`src/rtl/mc_seq_ctrl.sv`:
```
// rtl/mc_seq_ctrl.sv - multi-cycle instruction sequencer with fetch/memory wait timeout
module mc_seq_ctrl #(
    parameter int TIMEOUT = 16,
    parameter int CNT_W   = 32
) (
    input  logic             clk,
    input  logic             rstn,
    input  logic [5:0]       op,
    input  logic [5:0]       funct,
    input  logic [4:0]       rt,
    input  logic             imem_ready,
    input  logic             dmem_ready,
    output logic             imem_req,
    output logic             dmem_req,
    output logic             IRWr,
    output logic             PCWr,
    output logic             RFWr_en,
    output logic             DMWr_en,
    output logic             DMRe_en,
    output logic [2:0]       state,
    output logic [CNT_W-1:0] instret,
    output logic             bus_err
);

    typedef enum logic [2:0] {
        BOOT   = 3'd0,
        FETCH  = 3'd1,
        DECODE = 3'd2,
        EXEC   = 3'd3,
        MEM    = 3'd4,
        WB     = 3'd5,
        HALT   = 3'd7
    } state_t;

    localparam int WC_W = (TIMEOUT < 2) ? 1 : $clog2(TIMEOUT + 1);
    localparam logic [WC_W-1:0] TO_V = WC_W'(TIMEOUT);

    localparam logic [5:0] OP_SPECIAL = 6'b000000;
    localparam logic [5:0] OP_J       = 6'b000010;
    localparam logic [5:0] OP_JAL     = 6'b000011;
    localparam logic [5:0] FN_JR      = 6'b001000;
    localparam logic [5:0] FN_JALR    = 6'b001001;

    state_t            state_q, state_d;
    logic [WC_W-1:0]   wcnt_q;
    logic              is_jmp, is_link, is_br, is_ld, is_st, is_alu, is_nop;
    logic              in_wait, wait_ready, timeout;
    logic              unused_rt;

    // REGIMM branches are all handled alike, so rt carries no information here
    assign unused_rt = ^rt;
    assign state     = state_q;

    always_comb begin
        is_jmp  = (op == OP_J) || (op == OP_JAL) ||
                  ((op == OP_SPECIAL) && ((funct == FN_JR) || (funct == FN_JALR)));
        is_link = (op == OP_JAL) || ((op == OP_SPECIAL) && (funct == FN_JALR));
        is_br   = (op == 6'b000001) || (op == 6'b000100) || (op == 6'b000101) ||
                  (op == 6'b000110) || (op == 6'b000111);
        is_ld   = (op == 6'b100000) || (op == 6'b100001) || (op == 6'b100011) ||
                  (op == 6'b100100) || (op == 6'b100101);
        is_st   = (op == 6'b101000) || (op == 6'b101001) || (op == 6'b101011);
        is_alu  = ((op == OP_SPECIAL) && !is_jmp) || (op[5:3] == 3'b001);
        is_nop  = !(is_jmp || is_br || is_ld || is_st || is_alu);
    end

    assign in_wait    = (state_q == FETCH) || (state_q == MEM);
    assign wait_ready = (state_q == FETCH) ? imem_ready : dmem_ready;
    // A ready arriving in the cycle the count hits the limit still completes normally
    assign timeout    = (TIMEOUT != 0) && in_wait && !wait_ready && (wcnt_q == TO_V);

    always_ff @(posedge clk or negedge rstn) begin
        if (!rstn) begin
            state_q <= BOOT;
            wcnt_q  <= '0;
            instret <= '0;
            bus_err <= 1'b0;
        end else begin
            state_q <= state_d;
            if (in_wait && !wait_ready && !timeout)
                wcnt_q <= wcnt_q + 1'b1;
            else
                wcnt_q <= '0;
            if (PCWr)
                instret <= instret + 1'b1;
            if (timeout)
                bus_err <= 1'b1;
        end
    end

    always_comb begin
        state_d = state_q;
        case (state_q)
            BOOT:   state_d = FETCH;
            FETCH: begin
                if (imem_ready)
                    state_d = DECODE;
                else if (timeout)
                    state_d = HALT;
            end
            DECODE: state_d = (is_jmp || is_nop) ? FETCH : EXEC;
            EXEC: begin
                if (is_alu)
                    state_d = WB;
                else if (is_ld || is_st)
                    state_d = MEM;
                else
                    state_d = FETCH;
            end
            MEM: begin
                if (dmem_ready)
                    state_d = is_ld ? WB : FETCH;
                else if (timeout)
                    state_d = HALT;
            end
            WB:     state_d = FETCH;
            HALT:   state_d = HALT;
            default: state_d = BOOT;
        endcase
    end

    always_comb begin
        imem_req = 1'b0;
        dmem_req = 1'b0;
        IRWr     = 1'b0;
        PCWr     = 1'b0;
        RFWr_en  = 1'b0;
        DMWr_en  = 1'b0;
        DMRe_en  = 1'b0;
        case (state_q)
            FETCH: begin
                imem_req = 1'b1;
                IRWr     = imem_ready;
            end
            DECODE: begin
                if (is_jmp) begin
                    PCWr    = 1'b1;
                    RFWr_en = is_link;
                end else if (is_nop) begin
                    PCWr = 1'b1;
                end
            end
            EXEC:   PCWr = is_br;
            MEM: begin
                dmem_req = 1'b1;
                DMRe_en  = is_ld;
                DMWr_en  = is_st;
                PCWr     = is_st && dmem_ready;
            end
            WB: begin
                RFWr_en = 1'b1;
                PCWr    = 1'b1;
            end
            default: ;
        endcase
    end

endmodule
```
`config.mk`:
```
export PLATFORM = sky130hd
export DESIGN_NAME = mc_seq_ctrl
export DESIGN_NICKNAME = d
export VERILOG_FILES = /design/src/rtl/mc_seq_ctrl.sv
export SDC_FILE = /design/constraint.sdc
export NUM_CORES = 1
export LEC_CHECK = 0
export CAP_MARGIN = 10
export CORE_UTILIZATION = 45
export CTS_CLUSTER_DIAMETER = 150
export DETAILED_ROUTE_END_ITERATION = 6
export HOLD_SLACK_MARGIN = 0.08
export PLACE_DENSITY = 0.79
export REMOVE_ABC_BUFFERS = 1
export SLEW_MARGIN = 10
export SYNTH_ARGS = -nofsm -noshare
export SYNTH_HDL_FRONTEND = slang
export SYNTH_SLANG_ARGS = --single-unit
```
`constraint.sdc`:
```
create_clock -name clk -period 3.4 [get_ports clk]
set_input_delay 0.34 -clock clk [delete_from_list [all_inputs] [get_ports clk]]
set_output_delay 0.34 -clock clk [all_outputs]
set_load 0.005 [all_outputs]
```
# Yosys cells after proc, flatten, opt, wreduce, memory -nomap -nowiden
# Index checks and enable logic that the tools add are counted.
[totals]
register_bits = 41
input_bits = 21
output_inout_bits = 43
elab_cells = 87
[op_classes]
addsub = 2
n_eq_ne = 25
muxes = 20
reduce_logical = 36
[ops]
columns = ["cell", "n"]
rows = [
  ["6-bit equality test (second input constant)", 8],
  ["32-bit by 1-bit adder with 32-bit output (second input constant)", 1],
  ["6-bit by 3-bit equality test with 1-bit output (second input constant)", 4],
  ["1-bit logical OR", 22],
  ["3-bit two-way mux", 6],
  ["3-bit one-hot mux with 6 select lines", 1],
  ["6-bit by 2-bit equality test with 1-bit output (second input constant)", 2],
  ["6-bit by 4-bit equality test with 1-bit output (second input constant)", 2],
  ["3-bit equality test (second input constant)", 3],
  ["1-bit two-way mux", 9],
  ["1-bit logical AND", 7],
  ["3-bit by 1-bit equality test with 1-bit output (second input constant)", 2],
  ["3-bit by 2-bit equality test with 1-bit output (second input constant)", 2],
  ["6-bit by 1-bit equality test with 1-bit output (second input constant)", 1],
  ["6-bit logical NOT", 1],
  ["5-bit by 1-bit adder with 5-bit output (second input constant)", 1],
  ["5-bit equality test (second input constant)", 1],
  ["5-bit two-way mux", 1],
  ["1-bit logical NOT", 4],
  ["1-bit one-hot mux with 4 select lines", 1],
  ["3-bit logical NOT", 1],
  ["2-bit two-way mux", 1],
  ["1-bit one-hot mux with 2 select lines", 1],
  ["2-bit OR reduction", 1],
]

# Depth between registers and ports, before layout
# Gate-level depths: netlist (run 1).
[logic_depth]
ltp_word = 13
depth_mapped = 7
depth_no_buf = 7

# Worst setup path after synthesis (run 1)
# Ideal clock, no wire load.
[synth_timing]
path_type = "in2reg"
startpoint = "input funct[2]"
endpoint = "register instret[30]"
setup_ps = 80
t_arrival_ps = 1943
required_ps = 3320
setup_slack_ps = 1377
cell_stages = 6
path_buffers = 1
cell_sequence = "or4b_4 > o211ai_2 > nand4_2 > buf_2 > a2111oi_2 > xnor2_1"
[synth_between]
elab_chain_len = 11
word_cells_on_any_way = 15
classes_between = "eq/ne (2); mux (3); reduce/logical (10)"
[synth_lines]
columns = ["item", "line", "source"]
rows = [
  ["start: declaration", "9", "input logic [5:0] funct,"],
  ["6-bit by 4-bit equality test with 1-bit output", "56", "((op == OP_SPECIAL) && ((funct == FN_JR) || (funct == FN_JALR)));"],
  ["1-bit logical OR (*)", "56", ""],
  ["1-bit logical AND (*)", "56", ""],
  ["1-bit logical OR (*)", "55", "is_jmp = (op == OP_J) || (op == OP_JAL) ||"],
  ["1-bit logical OR or 1-bit logical NOT (tied branches)", "64, 63", ""],
  ["1-bit logical OR or 1-bit logical AND (tied branches)", "64, 63", ""],
  ["1-bit logical OR, on equally long branches", "64, 63", ""],
  ["1-bit logical OR", "64", "is_nop = !(is_jmp || is_br || is_ld || is_st || is_alu);"],
  ["1-bit two-way mux", "139", "end else if (is_nop) begin"],
  ["1-bit two-way mux (*)", "136", "if (is_jmp) begin"],
  ["1-bit one-hot mux with 4 select lines (*)", "130", "case (state_q)"],
  ["end signal: assignment", "85", "instret <= instret + 1'b1;"],
  ["end: declaration", "21", "output logic [CNT_W-1:0] instret,"],
]
# Mark *: on every way between the ends. The rest lies on a longest branch, timed or not.
# A chain may end at the register's enable or synchronous reset.

# Final worst setup path (run 1)
[layout_timing]
startpoint = "input funct[2]"
endpoint = "output PCWr"
[layout_between]
elab_chain_len = 11
word_cells_on_any_way = 15
classes_between = "eq/ne (2); mux (3); reduce/logical (10)"
[layout_lines]
columns = ["item", "line", "source"]
rows = [
  ["6-bit by 4-bit equality test with 1-bit output", "56", ""],
  ["1-bit logical OR (*)", "56", ""],
  ["1-bit logical AND (*)", "56", ""],
  ["1-bit logical OR (*)", "55", ""],
  ["1-bit logical OR or 1-bit logical NOT (tied branches)", "64, 63", ""],
  ["1-bit logical OR or 1-bit logical AND (tied branches)", "64, 63", ""],
  ["1-bit logical OR, on equally long branches", "64, 63", ""],
  ["1-bit logical OR", "64", ""],
  ["1-bit two-way mux", "139", ""],
  ["1-bit two-way mux (*)", "136", ""],
  ["1-bit one-hot mux with 4 select lines (*)", "130", ""],
  ["end: declaration", "16", "output logic PCWr,"],
]
# Marks and branches as above.

==> run metrics, run 1 <==
Worst setup SP type=input port; commonest non-fill, non-tap cell in the layout=clkdlybuf4s50_1; Std-Cell Rows=25; CTS Sinks=between 40 and 50; Slew @ Worst Pin=~0.88 ns; Netlist Area Pre-Place=2359 um^2; R2R cell count=5; root buffer cell=clkbuf_8; DRT Pass-1 Iters=4; Vias=2,004; GP Congestion=0.8364; routed vias/inst=5.629; reg-to-reg critical path endpoint=instret[25]$_DFFE_PN0P_; hpwl dp=3643 um; DIE WIDTH=approximately 74 um; largest fanout on the critical path=3; Worst Path Required=about 3 ns; final setup fails=0; area delta synth->final=30.88%; vias in the first global route=~1,800; Crit Path Class=input port to output port; Seq/Total Area, Yosys=a little over two fifths; yosys warns=0; Post-DRT Antenna Nets=0; most used cell, CP=clkdlybuf4s50_1; slowest CP cell=or4b_4; post-cts sizing count=0; status=finished, final reports clean; critical path, cell by cell=clkdlybuf4s50_1, or4b_4, o211ai_2, nand4_2, nand2_1, clkdlybuf4s50_1; unrepaired setup endpoints after global routing=false; Post-synth EDFFs=0; ys async rst share=100.0%; pwr dens=~450 nW/um^2; CP top delay family=buffers and inverters; CTS clk-pin slew, worst paths=0.07 ns; Crit. End Element=output port; first-pass GRT wire length=8756 um; r2r setup slk=~1.2 ns; Clock Skews=around 0.0016 ns; max incr delay on CP=approximately 0.54 ns; cts bufs inserted=5; Clk Latency, worst-skew pair=0.29 ns; Final Hold Viols=0; Core Box Area=slightly below 5000 um^2; Ant. Diodes=0; CTS Buffer Depth=2; die area=5535 um^2; # fillers=about 430; I/O Pins=64; commonest non-fill, non-tap cells in the layout=clkdlybuf4s50_1, dfrtp_1, xor2_1, nand2_1, nand3_1; crit path DAT=~2.4 ns; Routed wire per std cell=14.76 um; P_leak=0.001331 uW; DP Area=approximately 3000 um^2; IO Port Bufs=just under 60; largest net degree at the start of global routing=42; FMAX=about 370 MHz; Residual DRC=0; min cycle time layout=between 2 and 3 ns; DR iter-0 viols=167; predominant post-synthesis flop cell=dfrtp_1; Period Utilization, post-route=roughly four fifths; max-slew violation count=0; final wirelength=5253 um; Max IR drop VDD=between 0.0004 and 0.0005 V; Seq. cell area=between 1000 and 1500 um^2; Reg-to-Reg Start=instret[9]$_DFFE_PN0P_; syn avg cell area=10.30 um^2; Cell variety after synth=48; total track usage=approximately a fifth; Buffers & Inverters on Critical Path=2; antenna violations before repair=0; hold buffers post-CTS=0; finished layout cell area=between 3000 and 4000 um^2; Worst slew margin=between 40 and 50%; GRT overflow=0; nets=~310; max cap viols=0; worst min-delay path class=input port to async pin; post-synthesis cell count=around 230; Die H=74.40 um; CTS tree=yes; setup bufs post-CTS=0; initial core utilization=48.33%; FF+latch count, synth=about 40; multi-input logic area=between 1000 and 1500 um^2; H-tree levels=2; share of cells above drive strength 1=~9.0%; final setup TNS=0 ns
==> registers in the layout, indices dropped and copies added (netlist names) <==
name and count:
wcnt_q 5, state 3, instret 32, bus_err 1
==> report_power, final <==
| part | internal, uW | switching, uW | total (uW) | leakage (uW) |
|---|---|---|---|---|
| logic | 229 | 212 | 441 | 0.000750 |
| registers | 543 | 92.1 | 635 | 0.000537 |
| clock network | 161 | 166 | 327 | 0.0000443 |
| total | 933 | 469 | 1400 | 0.00133 |
==> how the worst max path moves through the flow <==
stage | end | cells past startpoint | slack, ns | from
after CTS | PCWr | 6 | 0.66 | funct[2]
after global routing | PCWr | 6 | 0.56 | op[5]
after floorplan | instret[25]$_DFFE_PN0P_ | 5 | 0.84 | funct[2]
after global placement | PCWr | 6 | 0.71 | funct[2]
final | PCWr | 6 | 0.68 | funct[2]
after detailed placement | PCWr | 6 | 0.65 | funct[2]
==> logic make-up after synthesis <==
group,after synthesis,synth area share [%]
compound gates,49,19.89
flops,41,43.50
xor+xnor,34,12.63
simple gates,84,18.78
fa+ha+maj,3,1.592
buf+inv,17,3.130
mux,1,0.4774
==> stage by stage <==
step           cells  setup slack [ns]  power [uW]  hold slack (ns)  util, %
3_3_place_gp     349            0.7095        1077           0.4401    61.49
2_1_floorplan    221            0.8432       847.8          0.04441        -
6_report         356            0.6758        1402           0.1610    63.26
3_5_place_dp     349            0.6523        1082           0.4446    61.49
4_1_cts          356            0.6608        1406           0.1989    63.26
5_1_grt          356            0.5643        1492           0.2547    63.26
==> Yosys cell counts, types with 5 or more instances <==
cell type	number	area [um^2]
nand3_1	17	85.08
xor2_1	29	254.0
a21oi_1	7	35.03
nand2_1	21	78.83
xnor2_1	5	43.79
a211oi_1	10	75.07
nor2_1	13	48.80
inv_1	9	33.78
a2111oi_2	9	135.1
clkbuf_1	5	18.77
nor3_1	6	30.03
dfrtp_1	41	1026
==> layer usage <==
metal	up-vias	global-route usage, %	wire length, um
met4	0	6.080	80
met1	967	30.19	2467
met5	-	0	0
met3	8	5.014	320
li1	963	-	-
met2	66	31.33	2384
==> layout make-up <==
cell class,instances,share of cell area [%]
inverter,9,1.094
tap,67,2.716
multi-input combinational,171,40.78
sequential,41,33.24
timing repair buffer,61,19.38
clock buffer,7,2.797
Power figures use the tool's default switching activity.
==> inputs of run 2 (changes only) <==
==> constraint.sdc (replaced) <==
create_clock -name clk -period 2.8 [get_ports clk]
set_input_delay 0.28 -clock clk [delete_from_list [all_inputs] [get_ports clk]]
set_output_delay 0.28 -clock clk [all_outputs]
set_load 0.005 [all_outputs]
==> run 2 against run 1 <==
Compared with the run above:
- power is 28% higher
- sequential power is 22% higher
- routed wire length is 0.95% higher
- sequential share of layout area is 0.40 points lower
- combinational power is 23% higher
- register-to-register slack worse by 0.50 ns
- clock skew is 0.0022 ns higher
- critical path depth stayed put
- setup slack worse by 0.49 ns
- largest cell class unchanged
- largest power group unchanged
- highest routed layer unchanged
==> run metrics, run 2 (synthesis gave the netlist of run 1 again) <==
status=finished, final reports clean; hold buffers post-CTS=0 (unchanged); Max IR drop VDD=0.0004992 V (+7.3%); min cycle time layout=about 2.6 ns; die area=5535 um^2 (unchanged); CTS tree=yes; DP Area=3020 um^2 (+0.67%); setup bufs post-CTS=0 (unchanged); Vias=2,012 (+0.40%); FMAX=382.7 MHz; DR iter-0 viols=164 (-1.8%); Most flops, register=instret; max incr delay on CP=0.54 ns (about the same); share of cells above drive strength 1=9.655% (+0.66 points); Residual DRC=0 (unchanged); slowest CP cell=or4b_4; routed vias/inst=5.636 (+0.12%); largest net degree at the start of global routing=42 (unchanged); DIE WIDTH=74.40 um (unchanged); nets=314 (+0.32%); # fillers=413 (-3.5%); I/O Pins=64 (unchanged); commonest non-fill, non-tap cells in the layout=clkdlybuf4s50_1, dfrtp_1, xor2_1, nand2_1, nand3_1; max cap viols=0 (unchanged); Crit Path Class=input port to output port; Std-Cell Rows=25 (unchanged); antenna violations before repair=0 (unchanged); Die H=74.40 um (unchanged); critical path, cell by cell=clkdlybuf4s50_1, or4b_4, o211ai_2, nand4_2, nand2_1, clkdlybuf4s50_1; worst min-delay path class=input port to async pin; CTS Buffer Depth=2 (unchanged); Core Box Area=4880 um^2 (unchanged); pwr dens=572.2 nW/um^2 (+26%); CTS clk-pin slew, worst paths=0.08 ns (about the same); hpwl dp=3659 um (+0.44%); P_leak=0.001351 uW (+1.5%); Worst setup SP type=input port; max reg flops=32 (unchanged); GP Congestion=0.8553 (+2.3%); Routed wire per std cell=14.85 um (+0.67%); Worst Path Required=2.52 ns (-0.54 ns); IO Port Bufs=58 (unchanged); unrepaired setup endpoints after global routing=false; DRT Pass-1 Iters=4 (unchanged); Clk Latency, worst-skew pair=0.30 ns (about the same); first-pass GRT wire length=8832 um (+0.87%); final wirelength=5303 um (+0.95%); WHS=0.1001 ns (-0.06088 ns); largest fanout on the critical path=3 (unchanged); multi-input logic area=1259 um^2 (unchanged); Period Utilization, post-route=between 90% and 100%; Slew @ Worst Pin=0.8915 ns (+0.007109 ns); final setup fails=0 (unchanged); CTS Sinks=41 (unchanged); H-tree levels=2 (unchanged); commonest non-fill, non-tap cell in the layout=clkdlybuf4s50_1; initial core utilization=48.33% (unchanged); most used cell, CP=clkdlybuf4s50_1; Ant. Diodes=0 (unchanged); crit path DAT=2.33 ns (-0.05 ns); vias in the first global route=1,824 (-0.27%); Clock Skews=0.003843 ns (+0.002246 ns); cts bufs inserted=5 (unchanged); root buffer cell=clkbuf_8; post-cts sizing count=0 (unchanged); Seq. cell area=1026 um^2 (unchanged); Post-DRT Antenna Nets=0 (unchanged); max-slew violation count=0 (unchanged); Worst slew margin=40.57% (-0.47 points); area delta synth->final=32.47%; final setup TNS=0 ns (unchanged); total track usage=20.98% (+0.051 points); Crit. End Element=output port; GRT overflow=0 (unchanged); Final Hold Viols=0 (unchanged); finished layout cell area=3124 um^2 (+1.2%)
[run 2: final cells by class]
class                      count  area share [%]
clock buffer                   5           2.203
clock inverter                 2           1.121
inverter                       9           1.081
multi-input combinational    171           40.29
sequential                    41           32.84
tap                           67           2.683
timing repair buffer          62           19.78
[run 2: final timing paths]
check	startpoint	endpoint	slack, ns	depth (start not counted)
max	funct[2]	PCWr	0.19	6
min	rstn	state[2]$_DFF_PN0_	0.10	1
max reg2reg	instret[12]$_DFFE_PN0P_	instret[25]$_DFFE_PN0P_	0.69	5
min reg2reg	bus_err$_DFFE_PN0P_	bus_err$_DFFE_PN0P_	0.46	1
max in group asynchronous	rstn	instret[4]$_DFFE_PN0P_	2.14	1
min in group clk	bus_err$_DFFE_PN0P_	bus_err$_DFFE_PN0P_	0.46	1
[run 2: critical path: cells and delay by family]
family          cells  cell delay (ns)
simple gates        3             0.90
compound gates      1             0.22
buf+inv             2             0.92
[run 2: per-stage QoR]
stage / total power [uW] / setup WS [ns] / utilization [%] / cells
finish: 1788 / 0.1869 / 64.03 / 357
global route: 1901 / 0.06173 / 64.03 / 357
CTS: 1807 / 0.1763 / 64.03 / 357
detailed placement: 1327 / 0.1877 / 61.90 / 350
global placement: 1314 / 0.2055 / 61.90 / 350
floorplan: 1030 / 0.3032 / - / 221
[run 2: metal layers]
metal  track usage (%)  vias up  share of wire [%]
met3             5.149        6                5.0
li1                  -      956                  -
met2             32.63       60                 46
met5                 0        -                  0
met4             5.660        0                1.1
met1             29.30      990                 48
[run 2: report_power, final]
part / switching [uW] / internal (uW) / total, uW
registers: 113 / 659 / 772
logic: 261 / 282 / 544
clock network: 213 / 259 / 472
==> inputs of run 3 (changes only) <==
--- a/config.mk
+++ b/config.mk
@@ -6,11 +6,11 @@
 export NUM_CORES = 1
 export LEC_CHECK = 0
 export CAP_MARGIN = 10
-export CORE_UTILIZATION = 45
+export CORE_UTILIZATION = 39
 export CTS_CLUSTER_DIAMETER = 150
 export DETAILED_ROUTE_END_ITERATION = 6
 export HOLD_SLACK_MARGIN = 0.08
-export PLACE_DENSITY = 0.79
+export PLACE_DENSITY = 0.71
 export REMOVE_ABC_BUFFERS = 1
 export SLEW_MARGIN = 10
 export SYNTH_ARGS = -nofsm -noshare
==> run 3 against run 2 <==
Compared with the run above:
- cell count rose by 1.7%
- sequential power barely moved
- clock power is 3% higher
- final area increased by 0.56%
- sequential share of layout area fell by 0.18 points
- hold slack better by 0.0052 ns
- die area up 15%
- count of clock-buffer cells in the layout stayed put
- critical endpoint unchanged
==> run metrics, run 3 (synthesis gave the netlist of run 1 again) <==
status=finished, final reports clean; Clk Latency, worst-skew pair=0.29 ns (about the same); finished layout cell area=3142 um^2 (+0.56%); initial core utilization=41.56% (-6.8 points); post-cts sizing count=0 (unchanged); unrepaired setup endpoints after global routing=false; DP Area=3027 um^2 (+0.21%); H-tree levels=2 (unchanged); GRT overflow=0 (unchanged); cts bufs inserted=5 (unchanged); Final Hold Viols=0 (unchanged); min cycle time layout=2.655 ns (+0.04145 ns); # fillers=527 (+28%); final wirelength=5269 um (-0.64%); Routed wire per std cell=14.52 um (-2.3%); Slew @ Worst Pin=0.9034 ns (+0.01189 ns); final setup TNS=0 ns (unchanged); largest fanout on the critical path=3 (unchanged); first-pass GRT wire length=9011 um (+2.0%); internal power=1208 uW (+0.66%); die area=6362 um^2 (+15%); Crit. End Element=output port; commonest non-fill, non-tap cell in the layout=clkdlybuf4s50_1; CTS Buffer Depth=2 (unchanged); routed vias/inst=5.493 (-2.5%); Crit Path Class=input port to output port; multi-input logic area=1259 um^2 (unchanged); vias in the first global route=1,888 (+3.5%); Period Utilization, post-route=94.80% (+1.5 points); Most flops, register=instret; commonest non-fill, non-tap cells in the layout=clkdlybuf4s50_1, dfrtp_1, xor2_1, nand2_1, nand3_1; I/O Pins=64 (unchanged); CTS tree=yes; Seq. cell area=1026 um^2 (unchanged); nets=314 (unchanged); max-slew violation count=0 (unchanged); Std-Cell Rows=27 (+8.0%); CTS Sinks=41 (unchanged); Residual DRC=0 (unchanged); Worst setup SP type=input port; DRT Pass-1 Iters=5 (+1); Worst slew margin=39.77% (-0.79 points); P_leak=0.001352 uW (about the same); GP Congestion=0.8313 (-2.8%); Clock Skews=0.006652 ns (+0.002808 ns); CTS clk-pin slew, worst paths=0.09 ns (about the same); worst min-delay path class=input port to async pin; Reg power frac=42.9% (-0.3 points); hpwl dp=3718 um (+1.6%); Max IR drop VDD=0.0003323 V (-33%); IO Port Bufs=58 (unchanged); total track usage=17.94% (-3.0 points); max reg flops=32 (unchanged); crit path DAT=2.37 ns (+0.04 ns); DR iter-0 viols=147 (-10%); final setup fails=0 (unchanged); Vias=1,994 (-0.89%); hold buffers post-CTS=0 (unchanged); share of cells above drive strength 1=9.966% (+0.31 points); area delta synth->final=33.21%; antenna violations before repair=0 (unchanged); Core Box Area=5675 um^2 (+16%); sw frac=32.99% (+0.14 points); setup bufs post-CTS=0 (unchanged); combinational power share=30.2% (-0.2 points); Post-DRT Antenna Nets=0 (unchanged); max cap viols=0 (unchanged); root buffer cell=clkbuf_8; Ant. Diodes=0 (unchanged); Switch Pwr=595.0 uW (+1.3%); Worst Path Required=2.52 ns (about the same); r2r setup slk=0.74 ns (+0.05 ns); FMAX=376.7 MHz (-1.6%); clock share of power=26.9% (+0.5 points); pwr dens=574.0 nW/um^2 (+0.32%); Die H=79.77 um (+7.2%); largest net degree at the start of global routing=42 (unchanged); DIE WIDTH=79.77 um (+7.2%)
## run 3: changes by cell type in the layout (fill, tap and decap cells not counted)
cell / previous run / this run
clkinv_2: 1 / 0
clkinv_4: 0 / 1
clkinvlp_4: 0 / 1
## run 3: worst paths after layout
path                                    startpoint                       to  cells after the start
setup / recovery                          funct[2]                     PCWr                      6
max in group asynchronous                     rstn   instret[8]$_DFFE_PN0P_                      1
setup reg to reg           instret[12]$_DFFE_PN0P_  instret[25]$_DFFE_PN0P_                      5
min in group clk               bus_err$_DFFE_PN0P_      bus_err$_DFFE_PN0P_                      1
hold / removal                                rstn       state[0]$_DFF_PN0_                      1
hold reg to reg                bus_err$_DFFE_PN0P_      bus_err$_DFFE_PN0P_                      1
## run 3: routing by layer
layer | routed length, um | track usage [%] | share of wire (%) | up-vias
met2 | 2565 | 28.80 | 49 | 49
met4 | 34 | 4.464 | 0.65 | 0
met1 | 2434 | 24.91 | 46 | 978
met3 | 235 | 3.314 | 4.5 | 5
met5 | 0 | 0 | 0 | -
li1 | - | - | - | 962
## run 3: power groups by stage
| stage | registers, uW | clock network, uW | logic (uW) |
|---|---|---|---|
| final | 774 | 485 | 545 |
| after global routing | 790 | 524 | 598 |
| after CTS | 771 | 504 | 551 |
| after detailed placement | 782 | 0 | 547 |
| after global placement | 780 | 0 | 540 |
| after floorplan | 763 | 0 | 266 |
## run 3: cell type report
cell class	count	share of cell area [%]
Clock buffer	5	2.190
Timing Repair Buffer	62	19.67
Multi-Input combinational cell	171	40.06
Sequential cell	41	32.66
Tap cell	72	2.867
Inverter	9	1.075
Clock inverter	3	1.474
## run 3: critical path, cell delays in order
cell and delay (ns):
clkdlybuf4s50_1 0.40, or4b_4 0.54, o211ai_2 0.23, nand4_2 0.17, nand2_1 0.21, clkdlybuf4s50_1 0.54
## run 3: metrics by stage
step / total power [uW] / setup WS [ns] / utilization [%] / hold WS (ns) / cells
floorplan: 1030 / 0.3032 / - / -0.01559 / 221
global placement: 1320 / 0.1755 / 53.33 / 0.4391 / 355
finish: 1803 / 0.1455 / 55.36 / 0.1053 / 363
CTS: 1826 / 0.1438 / 55.36 / 0.1455 / 363
global route: 1912 / 0.04009 / 55.36 / 0.1879 / 363
detailed placement: 1329 / 0.1553 / 53.33 / 0.4446 / 355
